===== src/rtl/t_result_collect.sv =====
// rtl/t_result_collect.sv - sequenced pass/fail collector for regression subtest channels
//
// Purpose: tracks per-channel completion and verdicts during a run, enforces a
// cycle timeout, optionally aborts on the first failure, and exports a
// registered overall verdict plus diagnostic masks.
//
// Ports:
//   clk          single clock, all state on posedge
//   reset        synchronous active-high reset, overrides every other input
//   start        pulse; begins or restarts a run (from any non-reset state)
//   chan_enable  channels taking part, sampled only on the start cycle
//   chan_done    per-channel completion strobe
//   chan_passed  per-channel verdict, qualified by chan_done
//   chan_error   per-channel error flag, honoured on any RUN cycle
//   passed       overall pass (registered)
//   done         run finished, PASS or FAIL (registered)
//   timed_out    run failed because the cycle budget ran out
//   done_mask    channels that have reported (disabled channels read as done)
//   fail_mask    channels that failed
//   cycle_count  cycles spent in RUN, frozen once the run finishes
module t_result_collect #(
    parameter int NCHAN         = 21,
    parameter int TIMEOUT       = 1000,
    parameter int CNT_W         = 16,
    parameter int ABORT_ON_FAIL = 1
) (
    input  logic             clk,
    input  logic             reset,
    input  logic             start,
    input  logic [NCHAN-1:0] chan_enable,
    input  logic [NCHAN-1:0] chan_done,
    input  logic [NCHAN-1:0] chan_passed,
    input  logic [NCHAN-1:0] chan_error,
    output logic             passed,
    output logic             done,
    output logic             timed_out,
    output logic [NCHAN-1:0] done_mask,
    output logic [NCHAN-1:0] fail_mask,
    output logic [CNT_W-1:0] cycle_count
);

    typedef enum logic [1:0] {
        ST_IDLE = 2'd0,
        ST_RUN  = 2'd1,
        ST_PASS = 2'd2,
        ST_FAIL = 2'd3
    } state_t;

    localparam logic [CNT_W-1:0] LAST_CYCLE = CNT_W'(TIMEOUT - 1);
    localparam logic             ABORT_EN   = (ABORT_ON_FAIL != 0);

    state_t           state;
    logic [NCHAN-1:0] en_q;

    // Next-state masks for the RUN state. Only the first report of an enabled
    // channel counts; errors on enabled channels fail them even after done.
    logic [NCHAN-1:0] new_report;
    logic [NCHAN-1:0] done_nxt;
    logic [NCHAN-1:0] fail_nxt;
    logic             all_done_nxt;
    logic             any_fail_nxt;

    always_comb begin
        new_report   = chan_done & en_q & ~done_mask;
        done_nxt     = done_mask | new_report;
        fail_nxt     = fail_mask | (new_report & ~chan_passed) | (chan_error & en_q);
        all_done_nxt = &done_nxt;
        any_fail_nxt = |fail_nxt;
    end

    always_ff @(posedge clk) begin
        if (reset) begin
            state       <= ST_IDLE;
            en_q        <= '0;
            passed      <= 1'b0;
            done        <= 1'b0;
            timed_out   <= 1'b0;
            done_mask   <= '0;
            fail_mask   <= '0;
            cycle_count <= '0;
        end else if (start) begin
            // Start has the same effect from every state: fresh run.
            state       <= ST_RUN;
            en_q        <= chan_enable;
            done_mask   <= ~chan_enable;
            fail_mask   <= '0;
            cycle_count <= '0;
            timed_out   <= 1'b0;
            passed      <= 1'b0;
            done        <= 1'b0;
        end else begin
            case (state)
                ST_RUN: begin
                    done_mask   <= done_nxt;
                    fail_mask   <= fail_nxt;
                    // TIMEOUT < 2^CNT_W and RUN always exits on the
                    // TIMEOUT-1 cycle, so this cannot wrap.
                    cycle_count <= cycle_count + 1'b1;
                    if (ABORT_EN && any_fail_nxt) begin
                        state <= ST_FAIL;
                        done  <= 1'b1;
                    end else if (all_done_nxt) begin
                        // Completion on the timeout cycle takes priority.
                        state  <= any_fail_nxt ? ST_FAIL : ST_PASS;
                        passed <= ~any_fail_nxt;
                        done   <= 1'b1;
                    end else if (cycle_count == LAST_CYCLE) begin
                        state     <= ST_FAIL;
                        timed_out <= 1'b1;
                        done      <= 1'b1;
                    end
                end
                default: begin
                    // IDLE waits for start; PASS/FAIL hold everything frozen.
                    state <= state;
                end
            endcase
        end
    end

endmodule


===== config.mk =====
export PLATFORM = sky130hd
export DESIGN_NAME = t_result_collect
export DESIGN_NICKNAME = d
export VERILOG_FILES = /design/src/rtl/t_result_collect.sv
export SDC_FILE = /design/constraint.sdc
export NUM_CORES = 1
export LEC_CHECK = 0
export ABC_AREA = 1
export BUFFER_PORTS_ARGS = -buffer_cell sky130_fd_sc_hd__buf_4
export CAP_MARGIN = 40
export CORE_MARGIN = 2
export CORE_UTILIZATION = 47
export CTS_CLUSTER_SIZE = 25
export DETAILED_ROUTE_END_ITERATION = 6
export GPL_TIMING_DRIVEN = 0
export HOLD_SLACK_MARGIN = 0.05
export PLACE_DENSITY = 0.81
export SETUP_SLACK_MARGIN = 0.4
export SYNTH_ARGS = -nofsm -noshare
export SYNTH_HDL_FRONTEND = slang
export SYNTH_SLANG_ARGS = --single-unit

===== constraint.sdc =====
create_clock -name clk -period 1.82 [get_ports clk]
set_input_delay 0.182 -clock clk [delete_from_list [all_inputs] [get_ports clk]]
set_output_delay 0.182 -clock clk [all_outputs]
set_load 0.03 [all_outputs]

== Yosys cells after proc, flatten, opt, wreduce, memory -nomap -nowiden ==
Cells that the tools add are included.

* Add/sub/neg operators: 1
* Multipliers: 0
* Div/mod/pow operators: 0
* Order comparisons: 0
* Equal/unequal tests: 2
* Shifts and indexed selects: 0
* Multiplexer cells: 10
* Bitwise logic cells: 12
* Reduce and logical (&&, ||, !) cells: 10

{| class="wikitable"
|+ Operator list
! cell !! count
|-
| $and A21 B21 Y21 || 4
|-
| $not A21 Y21 || 3
|-
| $or A21 B21 Y21 || 3
|-
| $mux W21 || 2
|-
| $reduce_and A23 Y1 || 1
|-
| $reduce_and A21 Y1 || 1
|-
| $reduce_or A21 Y1 || 1
|-
| $add A16 B1 Y16 const B || 1
|-
| $eq A16 B10 Y1 const B || 1
|-
| $mux W2 || 3
|-
| $mux W1 || 5
|-
| $reduce_and A2 Y1 || 2
|-
| $reduce_and A4 Y1 || 1
|-
| $reduce_bool A4 Y1 || 1
|-
| $reduce_bool A3 Y1 || 1
|-
| $eq A2 B1 Y1 const B || 1
|-
| $not A1 Y1 || 2
|-
| $reduce_bool A2 Y1 || 1
|-
| $reduce_or A2 Y1 || 1
|}

* Register bits after elaboration: 84
* Latch bits: 0
* RAM bits: 0
* ROM bits: 0
* Input port bits: 87
* Output and inout bits: 61
* Logic and storage cells: 44
* Memories kept: 0

== Logic depth before layout (Yosys ltp) ==
Gate-level depths: netlist (run 1).

* Depth after elaboration: 9
* Mapped depth: 12
* Depth with buffers taken out: 12

== Worst setup path before layout (run 1) ==
No wires, ideal clock.

* Path type: reg-to-reg
* Start: register cycle_count[0]
* End: register cycle_count[12]
* Library setup time: 0.070 ns
* Arrival time: 1.600 ns
* Required time: 1.750 ns
* Setup slack: 0.151 ns
* Cell stages (with the launch flop): 10
* Buffers on the path: 0
* Period minus slack after synthesis: 1.669 ns
* Cell sequence: dfxtp_1 > ha_1 > nand2_1 > nor2_1 > nand2_2 > nor2_4 > nand2_2 > nor3_4 > o21ai_1 > a21oi_1

* Word-level cells in the longest chain between the ends: 1

{| class="wikitable"
|+ RTL lines
! element !! line !! text
|-
| start: declaration || 39 || <nowiki>output logic [CNT_W-1:0] cycle_count</nowiki>
|-
| start signal: assignment || 98 || <nowiki>cycle_count <= cycle_count + 1'b1;</nowiki>
|-
| $add A16 B1 Y16 || 98 ||
|}

No other way between the ends.
A chain may end at the register's enable or synchronous reset.

== Final worst setup path (run 1) ==
* Start: register en_q[20]
* End: register state[0]

* Word-level cells in the longest chain between the ends: 9
* Elaborated cells on any way between the ends: 15
* Classes of those cells: 4 x mux; 7 x bitwise; 4 x reduce/logical

{| class="wikitable"
|+ RTL lines
! element !! line !! text
|-
| start: declaration || 53 || <nowiki>logic [NCHAN-1:0] en_q;</nowiki>
|-
| start signal: assignment || 84 || <nowiki>en_q <= chan_enable;</nowiki>
|-
| $and A21 B21 Y21 (2 in series) || 64 || <nowiki>new_report = chan_done & en_q & ~done_mask;</nowiki>
|-
| $and A21 B21 Y21 || 66 || <nowiki>fail_nxt = fail_mask | (new_report & ~chan_passed) | (chan_error & en_q);</nowiki>
|-
| $or A21 B21 Y21 (2 in series) || 66 ||
|-
| $reduce_or A21 Y1 || 68 || <nowiki>any_fail_nxt = |fail_nxt;</nowiki>
|-
| $mux W2 || 99 || <nowiki>if (ABORT_EN && any_fail_nxt) begin</nowiki>
|-
| $mux W1 || 92 || <nowiki>case (state)</nowiki>
|-
| $mux W1 || 81 || <nowiki>end else if (start) begin</nowiki>
|-
| end signal: assignment || 104 || <nowiki>state <= any_fail_nxt ? ST_FAIL : ST_PASS;</nowiki>
|-
| end signal: assignment || 115 || <nowiki>state <= state;</nowiki>
|-
| end: declaration || 52 || <nowiki>state_t state;</nowiki>
|}

Several ways; a longest one is shown, not always the timed one. The select of a mux whose other input is x is not followed.

==> results.md, run 1 <==
* Highest ir drop seen on vdd at 0.000501 V
* Slew Limit Fails at 0
* Final Setup Violations at 0
* Slew HR at 60.1%
* Final worst clock skew at 0.0115 ns
* Detailed-route via count at 4917
* Initial antenna violation count at 0
* Area Overhead vs Synth at 49.5%
* Crit path DAT at 1.81 ns
* DRT antenna net count at 0
* WL per Instance at 16.5 um
* Most frequent cells in the layout: 172 x buf_4, 101 x nand2_1, 87 x nor2_1
* CP max-delay cell: dfxtp_2
* Crit path capture type: flop
* Max Cap Viol at 0
* DP HPWL at 9750 um
* Endpoint of the worst hold path: en_q[13]$_SDFFE_PP0P_
* Synth Area in Compound Gates at 20.9%
* Sequential power share at 45.9%
* Synth Instances at 601
* Tightest Pin Transition at 0.599 ns
* Buffers on Ports at 146
* Synth Area in XOR/XNOR at 0.437%
* Antenna cell count at 0
* Hold depth at 3
* Setup TNS at 0 ns
* Starting DRC count in detailed routing at 331
* Syn. warnings at 0
* Gate power share at 20.9%
* FF-to-FF End: state[0]$_SDFFE_PP0P_
* Fin crit share at 86.6%
* Cell area after synthesis at 4010 um2
* Pwr per Cell Area at 726 nW/um2
* Critical Path Max Stage Delay at 0.35 ns
* FP Rows at 33
* CP Buf/Inv Count at 1
* Worst-path clk slew at 0.09 ns
* Unrepaired setup endpoints after global routing: yes
* Filler cells at 648
* Min Clock Period, post-route at 1.58 ns
* Cts bufs inserted at 9
* Ys flop type: dfxtp_1
* Clock latency on the worst-skew pair at 0.37 ns
* Worst Hold Launch: chan_enable[13]
* Critical Path Fanout Max at 3
* Data required, critical path at 2.06 ns
* Synth Net Count at 689
* Simple-Gate Fraction of Synth Area at 28.8%
* WL final at 14900 um
* Remaining global-route overflow at 0
* Die W at 96.4 um
* Hold Path Class: in -> reg
* GRT Overall Usage at 29.5%
* Height of the die at 96.4 um
* Status: finished, final reports clean
* Vias in the first global route at 4538
* Pint at 0.00303 W
* Longest Clk Path Bufs at 2
* Sw Ratio at 30.5%
* Seq/Total Area, Yosys at 41.4%
* Gp weighted congestion at 0.853
* Async S/R FF share, synth at 0%
* Largest family of logic cells by synthesized area: simple AND/OR/NAND/NOR gates
* Largest net degree at the start of global routing at 14
* Die ar. at 9290 um2
* Synth Area in Adders at 0.312%
* CP dominant cell by count: nand2_1
* FF-to-FF setup slack at 0.24 ns
* DRC at 0
* Layout cell share with drive strength beyond 1 at 40.6%
* Initial core utilization at 48.6%
* Fin. Hold Viols at 0
* FF+latch count, synth at 83
* H-tree depth at 3
* Pre-antenna DRT Iters at 6
* Sw Pwr at 0.00133 W
* Root Driver: clkbuf_8
* Vias/cell at 5.47
* Commonest non-fill, non-tap cell in the layout: buf_4
* Final core occ at 72.7%
* CTS tree: built
* Crit path max-delay family: simple AND/OR/NAND/NOR gates
* First-pass GRT wire length at 21200 um
* CORE AREA at 8260 um2
* Worst Setup Start Kind: flop
* Fmax at 635 MHz
* Mean cell area of the mapped netlist at 6.68 um2
* Clock sink count at 83
* RR Startpoint: en_q[20]$_SDFFE_PP0P_
* Number of synthesized flops with an enable pin at 0
* LEAKAGE at 2.89 nW
* Reg2Reg Depth at 10
* Final nets at 877
* Worst-path cell chain: nand2_1 > inv_1 > nand2_1 > nand2_1 > nor2_1 > nand2_1 > nor2_1 > nand3_2 > o21bai_1 > a21oi_1
* Critical Setup Path Class: reg -> reg
* Io pins at 148
* Clock power share at 33.2%
* Multiplexer share of the synthesized area at 0%
* Synth unique cells at 31
[routing by layer]
| layer | GRT usage, % | share of wire [%] |
|---|---|---|
| met5 | 0 | 0 |
| met4 | 10.9 | 4.1 |
| met1 | 36.5 | 40 |
| met3 | 5.12 | 7.1 |
| met2 | 51.5 | 49 |
[cell type report]
class                           instances  area [um2]  share of cell area (%)
Buffer                                 21        88.8                    1.48
Clock buffer                           13         170                    2.84
Clock inverter                          3        43.8                   0.730
Inverter                               65         244                    4.07
Multi-Input combinational cell        432        2240                    37.3
Sequential cell                        83        1740                    28.9
Tap cell                              105         131                    2.19
Timing Repair Buffer                  177        1350                    22.4
[logic make-up (layout without fill, tap and decap cells)]
kind of cell	after synthesis	in the layout
flops	83	83
simple gates	266	266
buf+inv	86	279
fa+ha+maj	1	1
compound gates	163	163
xor+xnor	2	2
[worst max path at each step]
stage | startpoint | end | slack [ns] | depth (start not counted)
final | en_q[20]$_SDFFE_PP0P_ | state[0]$_SDFFE_PP0P_ | 0.24 | 10
after global routing | en_q[2]$_SDFFE_PP0P_ | state[0]$_SDFFE_PP0P_ | 0.15 | 8
after CTS | done$_SDFFE_PP0P_ | cycle_count[15]$_SDFFE_PP0P_ | 0.37 | 10
after detailed placement | done$_SDFFE_PP0P_ | state[0]$_SDFFE_PP0P_ | 0.13 | 7
after global placement | done$_SDFFE_PP0P_ | state[0]$_SDFFE_PP0P_ | 0.18 | 7
after floorplan | cycle_count[0]$_SDFFE_PP0P_ | cycle_count[12]$_SDFFE_PP0P_ | 0.38 | 9
[timing repair]
action	CTS	global route
pin swaps	10	30
setup endpoints to repair	20	22
gates resized for setup	23	96
endpoints found under the hold margin	1	0
hold buffers	1	0
cloned	0	0
setup buffers	17	13
[worst register-to-register path, stage by stage, from the launching register on]
cell and delay (ns):
dfxtp_2 0.35, nand2_1 0.10, inv_1 0.05, nand2_1 0.07
nand2_1 0.08, nor2_1 0.09, nand2_1 0.08, nor2_1 0.22
nand3_2 0.15, o21bai_1 0.18, a21oi_1 0.08
[Yosys cell counts (2+ instances only)]
cell,count,share of area [%]
nand2_1,125,12
nor2_1,100,9.4
a21oi_1,91,11
dfxtp_1,83,41
o21ai_0,64,8.0
inv_1,63,5.9
nand3_1,15,1.9
clkbuf_1,14,1.3
nor3_1,6,0.75
nor2_4,5,1.4
nand2_2,4,0.62
nand4_1,4,0.62
a211oi_1,3,0.56
buf_2,3,0.37
buf_1,2,0.19
clkbuf_2,2,0.25
inv_2,2,0.19
xor2_1,2,0.44
[power groups by stage]
stage | clock [W] | sequential (W) | combinational (W)
3_5_place_dp | 0 | 0.00202 | 0.000796
6_report | 0.00144 | 0.00200 | 0.000910
5_1_grt | 0.00151 | 0.00201 | 0.000981
3_3_place_gp | 0 | 0.00202 | 0.000778
4_1_cts | 0.00141 | 0.00198 | 0.000822
2_1_floorplan | 0 | 0.00210 | 0.000348
[sequential cells by signal, indices dropped and copies added, names as in the netlist]
| name | cells |
|---|---|
| passed | 1 |
| en_q | 21 |
| fail_mask | 21 |
| cycle_count | 16 |
| done_mask | 21 |
| state | 1 |
| done | 1 |
| timed_out | 1 |
[metrics by stage]
step / cells / instance area (um2) / hold slack (ns) / worst slack, ns / total power (W)
final: 899 / 6000 / 0.0579 / 0.244 / 0.00435
after global routing: 899 / 6000 / 0.0721 / 0.151 / 0.00450
after CTS: 886 / 5680 / 0.0536 / 0.372 / 0.00421
after detailed placement: 852 / 5260 / 0.426 / 0.130 / 0.00282
after global placement: 852 / 5260 / 0.423 / 0.178 / 0.00279
after floorplan: 601 / 4030 / 0.251 / 0.381 / 0.00245
(Power assumes the default switching activity.)
==> run 2: changes to the inputs <==
--- a/config.mk
+++ b/config.mk
@@ -9,12 +9,12 @@
 export BUFFER_PORTS_ARGS = -buffer_cell sky130_fd_sc_hd__buf_4
 export CAP_MARGIN = 40
 export CORE_MARGIN = 2
-export CORE_UTILIZATION = 47
+export CORE_UTILIZATION = 37
 export CTS_CLUSTER_SIZE = 25
 export DETAILED_ROUTE_END_ITERATION = 6
 export GPL_TIMING_DRIVEN = 0
 export HOLD_SLACK_MARGIN = 0.05
-export PLACE_DENSITY = 0.81
+export PLACE_DENSITY = 0.67
 export SETUP_SLACK_MARGIN = 0.4
 export SYNTH_ARGS = -nofsm -noshare
 export SYNTH_HDL_FRONTEND = slang
==> results.md, run 2 (same netlist as run 1, synthesis figures left out) <==
* Initial core utilization at 37.5% (-11 points)
* Max Cap Viol at 0 (unchanged)
* Detailed-route via count at 4647 (-5.5%)
* Tightest Pin Transition at 0.570 ns (-0.0289 ns)
* Remaining global-route overflow at 0 (unchanged)
* Reg2Reg Depth at 9 (-1)
* RR Startpoint: cycle_count[1]$_SDFFE_PP0P_
* Most frequent cells in the layout: 158 x buf_4, 109 x nand2_1, 88 x nor2_1
* Hold Path Class: in -> reg
* DP HPWL at 10200 um (+4.2%)
* Final WS setup at 0.376 ns (+0.132 ns)
* Starting DRC count in detailed routing at 214 (-35%)
* H-tree depth at 3 (unchanged)
* First-pass GRT wire length at 21000 um (-0.82%)
* Filler cells at 1055 (+63%)
* GR peak layer: met2
* Crit path launch: cycle_count[1]$_SDFFE_PP0P_
* Io pins at 148 (unchanged)
* Buffers on Ports at 146 (unchanged)
* DRC at 0 (unchanged)
* Fin. Hold Viols at 0 (unchanged)
* Data required, critical path at 2.08 ns (+0.02 ns)
* Critical Setup Path Class: reg -> reg
* CTS tree: built
* Initial antenna violation count at 0 (unchanged)
* FF-to-FF End: cycle_count[10]$_SDFFE_PP0P_
* DRT antenna net count at 0 (unchanged)
* Slew Limit Fails at 0 (unchanged)
* Layout cell share with drive strength beyond 1 at 38.1% (-2.5 points)
* Post-place setup slack at 0.127 ns (-0.00240 ns)
* Worst-path clk slew at 0.10 ns (about the same)
* Die W at 108 um (+12%)
* Highest ir drop seen on vdd at 0.000303 V (-39%)
* Setup TNS at 0 ns (unchanged)
* Vias in the first global route at 4358 (-4.0%)
* Clock sink count at 83 (unchanged)
* Status: finished, final reports clean
* Unrepaired setup endpoints after global routing: yes
* Crit path DAT at 1.71 ns (-0.10 ns)
* Area Overhead vs Synth at 48.1%
* Crit path capture type: flop
* Height of the die at 108 um (+12%)
* Min Clock Period, post-route at 1.44 ns (-0.132 ns)
* Global Route met3 Usage at 4.04% (-1.1 points)
* Vias/cell at 5.02 (-8.1%)
* FF-to-FF setup slack at 0.38 ns (+0.13 ns)
* CP Capture Point: cycle_count[10]$_SDFFE_PP0P_
* WL final at 13800 um (-7.4%)
* Cts bufs inserted at 9 (unchanged)
* Fmax at 693 MHz (+9.2%)
* GRT Overall Usage at 23.1% (-6.4 points)
* Pre-antenna DRT Iters at 5 (-1)
* FP Rows at 38 (+15%)
* Largest net degree at the start of global routing at 16 (+2)
* Slew HR at 62.0% (+1.9 points)
* Pwr per Cell Area at 700 nW/um2 (-3.6%)
* Final worst clock skew at 0.0153 ns (+0.00383 ns)
* Clock latency on the worst-skew pair at 0.37 ns (about the same)
* WL per Instance at 14.9 um (-10%)
* Longest Clk Path Bufs at 2 (unchanged)
* Die ar. at 11700 um2 (+26%)
* Final core occ at 55.6% (-17 points)
* Root Driver: clkbuf_8
* Final nets at 868 (-1.0%)
* Total Power at 0.00416 W (-4.5%)
* GR Util met2 at 39.9% (-12 points)
* Fin crit share at 79.3% (-7.3 points)
* Final Setup Violations at 0 (unchanged)
* Commonest non-fill, non-tap cell in the layout: buf_4
* Antenna cell count at 0 (unchanged)
* Worst Setup Start Kind: flop
* LEAKAGE at 2.81 nW (-2.8%)
* Largest registers: done_mask: 21 flops, en_q: 21 flops, fail_mask: 21 flops
* CORE AREA at 10700 um2 (+30%)
* Grt met1 use at 28.1% (-8.4 points)
* Gp weighted congestion at 0.865 (+1.4%)
* Critical Path Fanout Max at 4 (+1)
run 2: cell count changes in the layout (fill, tap and decap cells not counted), moves of 3 or more:
cell,before,now
a21oi_1,77,80
a21oi_2,15,12
buf_4,172,158
dlygate4sd3_1,1,5
inv_6,0,3
nand2_1,101,109
nand2_2,24,16
run 2: repair_timing:
item	4_1_cts	5_1_grt
hold buffers	4	1
pin swaps	10	27
cloned	0	0
gates resized for setup	25	84
endpoints found under the hold margin	5	1
endpoints found under the setup margin	44	14
setup buffers	12	5
run 2: critical path: stages, from the launching register on:
cell     delay, ns
dfxtp_4       0.39
ha_4          0.15
nand2_4       0.06
nor2_4        0.12
nand2_2       0.09
nor2_4        0.12
nand2_4       0.08
nor3_4        0.16
buf_4         0.15
nor3b_2       0.03
run 2: how the worst min path moves through the flow:
stage                         start                     to  slack [ns]  cells past startpoint
floorplan                     reset  en_q[18]$_SDFFE_PP0P_        0.25                      1
global placement              reset  state[0]$_SDFFE_PP0P_        0.42                      2
detailed placement            reset  en_q[18]$_SDFFE_PP0P_        0.42                      2
CTS                  chan_enable[2]   en_q[2]$_SDFFE_PP0P_        0.05                      3
global route        chan_enable[13]  en_q[13]$_SDFFE_PP0P_        0.05                      3
finish              chan_enable[13]  en_q[13]$_SDFFE_PP0P_        0.05                      3
run 2: where the power goes:
group	leakage [nW]	switching, W	total (W)	internal [W]
Combinational	2.02	0.000516	0.000872	0.000356
Clock	0.0897	0.000744	0.00129	0.000545
Sequential	0.697	0.0000909	0.00200	0.00191
run 2: area by class of cell:
cell class	instances	area, um2	share of cell area [%]
multi-input combinational	432	2220	37.4
sequential	83	1740	29.2
timing repair buffer	168	1290	21.7
inverter	65	244	4.10
tap	140	175	2.95
clock buffer	10	138	2.32
buffer	21	92.6	1.56
clock inverter	6	46.3	0.779
run 2: through the flow:
step	cells	hold slack, ns	instance area (um2)
floorplan	601	0.251	4030
global placement	887	0.418	5300
detailed placement	887	0.425	5300
CTS	919	0.0506	5690
global route	925	0.0519	5940
finish	925	0.0507	5940
run 2: layer usage:
metal,up-vias,share of wire (%)
li1,2304,-
met2,153,50
met1,2163,42
met4,0,2.6
met5,-,0
met3,27,5.5
==> run 3: changes to the inputs <==
--- a/config.mk
+++ b/config.mk
@@ -14,7 +14,7 @@
 export DETAILED_ROUTE_END_ITERATION = 6
 export GPL_TIMING_DRIVEN = 0
 export HOLD_SLACK_MARGIN = 0.05
-export PLACE_DENSITY = 0.67
+export PLACE_DENSITY = 0.69
 export SETUP_SLACK_MARGIN = 0.4
 export SYNTH_ARGS = -nofsm -noshare
 export SYNTH_HDL_FRONTEND = slang
==> constraint.sdc (replaced) <==
create_clock -name clk -period 1.3 [get_ports clk]
set_input_delay 0.13 -clock clk [delete_from_list [all_inputs] [get_ports clk]]
set_output_delay 0.13 -clock clk [all_outputs]
set_load 0.03 [all_outputs]
==> results.md, run 3 (same netlist as run 1, synthesis figures left out) <==
* Status: complete, but fails checks
* Failing checks: negative setup slack
* Crit path launch: cycle_count[1]$_SDFFE_PP0P_
* CORE AREA at 10700 um2 (unchanged)
* Largest registers: done_mask: 21 flops, en_q: 21 flops, fail_mask: 21 flops
* Pint at 0.00441 W (+57%)
* Layout cell share with drive strength beyond 1 at 57.0% (+19 points)
* Hold-fix buffers at CTS at 20 (+16)
* Filler cells at 824 (-22%)
* Clock sink count at 83 (unchanged)
* Vias in the first global route at 4816 (+11%)
* Max Cap Viol at 0 (unchanged)
* Final WS setup at -0.145 ns (-0.521 ns)
* Clock latency on the worst-skew pair at 0.37 ns (about the same)
* First-pass GRT wire length at 23700 um (+13%)
* Worst-path clk slew at 0.09 ns (about the same)
* Remaining global-route overflow at 0 (unchanged)
* Post-place setup slack at -0.198 ns (-0.325 ns)
* Vias/cell at 5.07 (+0.97%)
* Sw Ratio at 31.7% (-0.83 points)
* Slew Limit Fails at 0 (unchanged)
* Starting DRC count in detailed routing at 252 (+18%)
* Die W at 108 um (unchanged)
* Unrepaired setup endpoints after global routing: yes
* Worst-path cell chain: nand2_2 > nor2_4 > nand2_2 > nor2_4 > inv_2 > nor4_4 > nand3_1 > nand2_1 > nor2_1
* Worst Hold Launch: chan_passed[17]
* Slew HR at 54.8% (-7.2 points)
* Tightest Pin Transition at 0.678 ns (+0.108 ns)
* Total Power at 0.00646 W (+55%)
* H-tree depth at 3 (unchanged)
* Largest net degree at the start of global routing at 14 (-2)
* Pwr per Cell Area at 861 nW/um2 (+23%)
* Crit path capture type: flop
* Critical Path Fanout Max at 3 (-1)
* Initial core utilization at 37.5% (unchanged)
* DRC at 0 (unchanged)
* Io pins at 148 (unchanged)
* WL final at 16200 um (+18%)
* Pre-antenna DRT Iters at 5 (unchanged)
* Hold Path Class: in -> reg
* Root Driver: clkbuf_8
* Height of the die at 108 um (unchanged)
* Sw Pwr at 0.00204 W (+51%)
* Final Setup Violations at 40 (+40)
* Highest ir drop seen on vdd at 0.000634 V (+110%)
* FP Rows at 38 (unchanged)
* Critical Path Max Stage Delay at 0.38 ns (about the same)
* Most frequent cells in the layout: 121 x buf_4, 95 x buf_6, 81 x nand2_1
* Dpl cell area at 5650 um2 (+6.6%)
* GRT Overall Usage at 26.3% (+3.2 points)
* DP HPWL at 10200 um (+0.82%)
* CP Buf/Inv Count at 1 (unchanged)
* Crit path DAT at 1.71 ns (about the same)
* Detailed-route via count at 5042 (+8.5%)
* Gp weighted congestion at 0.865 (about the same)
* DRT antenna net count at 0 (unchanged)
* Critical Setup Path Class: reg -> reg
* Buffers on Ports at 146 (unchanged)
* LEAKAGE at 3.42 nW (+22%)
* Area Overhead vs Synth at 86.9%
* RR Startpoint: cycle_count[1]$_SDFFE_PP0P_
* Sequential power share at 42.9% (-5.1 points)
* Worst Setup Start Kind: flop
* Antenna cell count at 0 (unchanged)
* Setup TNS at -2.22 ns (-2.22 ns)
* CTS tree: built
* Min Clock Period, post-route at 1.44 ns (+0.00143 ns)
* Fin crit share at 111% (+32 points)
* Cts bufs inserted at 9 (unchanged)
* Initial antenna violation count at 0 (unchanged)
* Clock power share at 29.7% (-1.3 points)
* Longest Clk Path Bufs at 2 (unchanged)
* CP max-delay cell: dfxtp_4
* Commonest non-fill, non-tap cell in the layout: buf_4
* Fin. Hold Viols at 0 (unchanged)
* WL per Instance at 16.3 um (+9.5%)
* Final core occ at 70.1% (+15 points)
* Data required, critical path at 1.56 ns (-0.52 ns)
* Final worst clock skew at 0.00967 ns (-0.00566 ns)
* Fmax at 692 MHz (about the same)
* Gate power share at 27.4% (+6.4 points)
* Final nets at 937 (+7.9%)
* Post-Layout Inst Area at 7500 um2 (+26%)
* Die ar. at 11700 um2 (unchanged)
* Crit path max-delay family: simple AND/OR/NAND/NOR gates
## run 3: path summary, 6_finish.rpt
kind              slack, ns                            to  depth (start not counted)
setup / recovery      -0.14  cycle_count[13]$_SDFFE_PP0P_                          9
hold / removal         0.02    fail_mask[17]$_SDFFE_PP0P_                          4
setup reg to reg      -0.14  cycle_count[13]$_SDFFE_PP0P_                          9
hold reg to reg        0.48         en_q[20]$_SDFFE_PP0P_                          2
## run 3: tightest hold or removal path, delay by kind of cell
| family | cells | cell delay (ns) |
|---|---|---|
| compound gates | 1 | 0.05 |
| simple gates | 2 | 0.10 |
| buf+inv | 1 | 0.08 |
## run 3: final cells by class
| type | count | area, um2 | area share, % |
|---|---|---|---|
| clock buffer | 11 | 141 | 1.89 |
| clock inverter | 5 | 51.3 | 0.684 |
| inverter | 65 | 251 | 3.35 |
| sequential | 83 | 1880 | 25.1 |
| buffer | 21 | 196 | 2.62 |
| tap | 140 | 175 | 2.34 |
| multi-input combinational | 432 | 2570 | 34.3 |
| timing repair buffer | 237 | 2230 | 29.7 |
## run 3: per-stage QoR
step | hold slack (ns) | cells
floorplan | 0.199 | 601
global placement | 0.367 | 887
detailed placement | 0.375 | 887
CTS | 0.0157 | 972
global route | 0.0423 | 994
finish | 0.0225 | 994
## run 3: power by group through the flow
stage / clock network, W / logic [W] / registers, W
2_1_floorplan: 0 / 0.000550 / 0.00293
3_3_place_gp: 0 / 0.00118 / 0.00282
3_5_place_dp: 0 / 0.00119 / 0.00282
4_1_cts: 0.00194 / 0.00154 / 0.00278
5_1_grt: 0.00205 / 0.00189 / 0.00278
6_report: 0.00192 / 0.00177 / 0.00277
## run 3: repair_timing
item,in CTS,in global routing
gates resized for setup,157,117
endpoints found under the hold margin,36,7
cloned,3,1
pin swaps,46,28
buffers inserted,46,21
setup endpoints to repair,133,126
## run 3: routing by layer
layer	routed length [um]	vias to the layer above	GRT usage (%)
li1	-	2452	-
met1	6410	2376	30.7
met2	8480	188	47.7
met3	1030	26	5.00
met4	286	0	9.43
met5	0	-	0
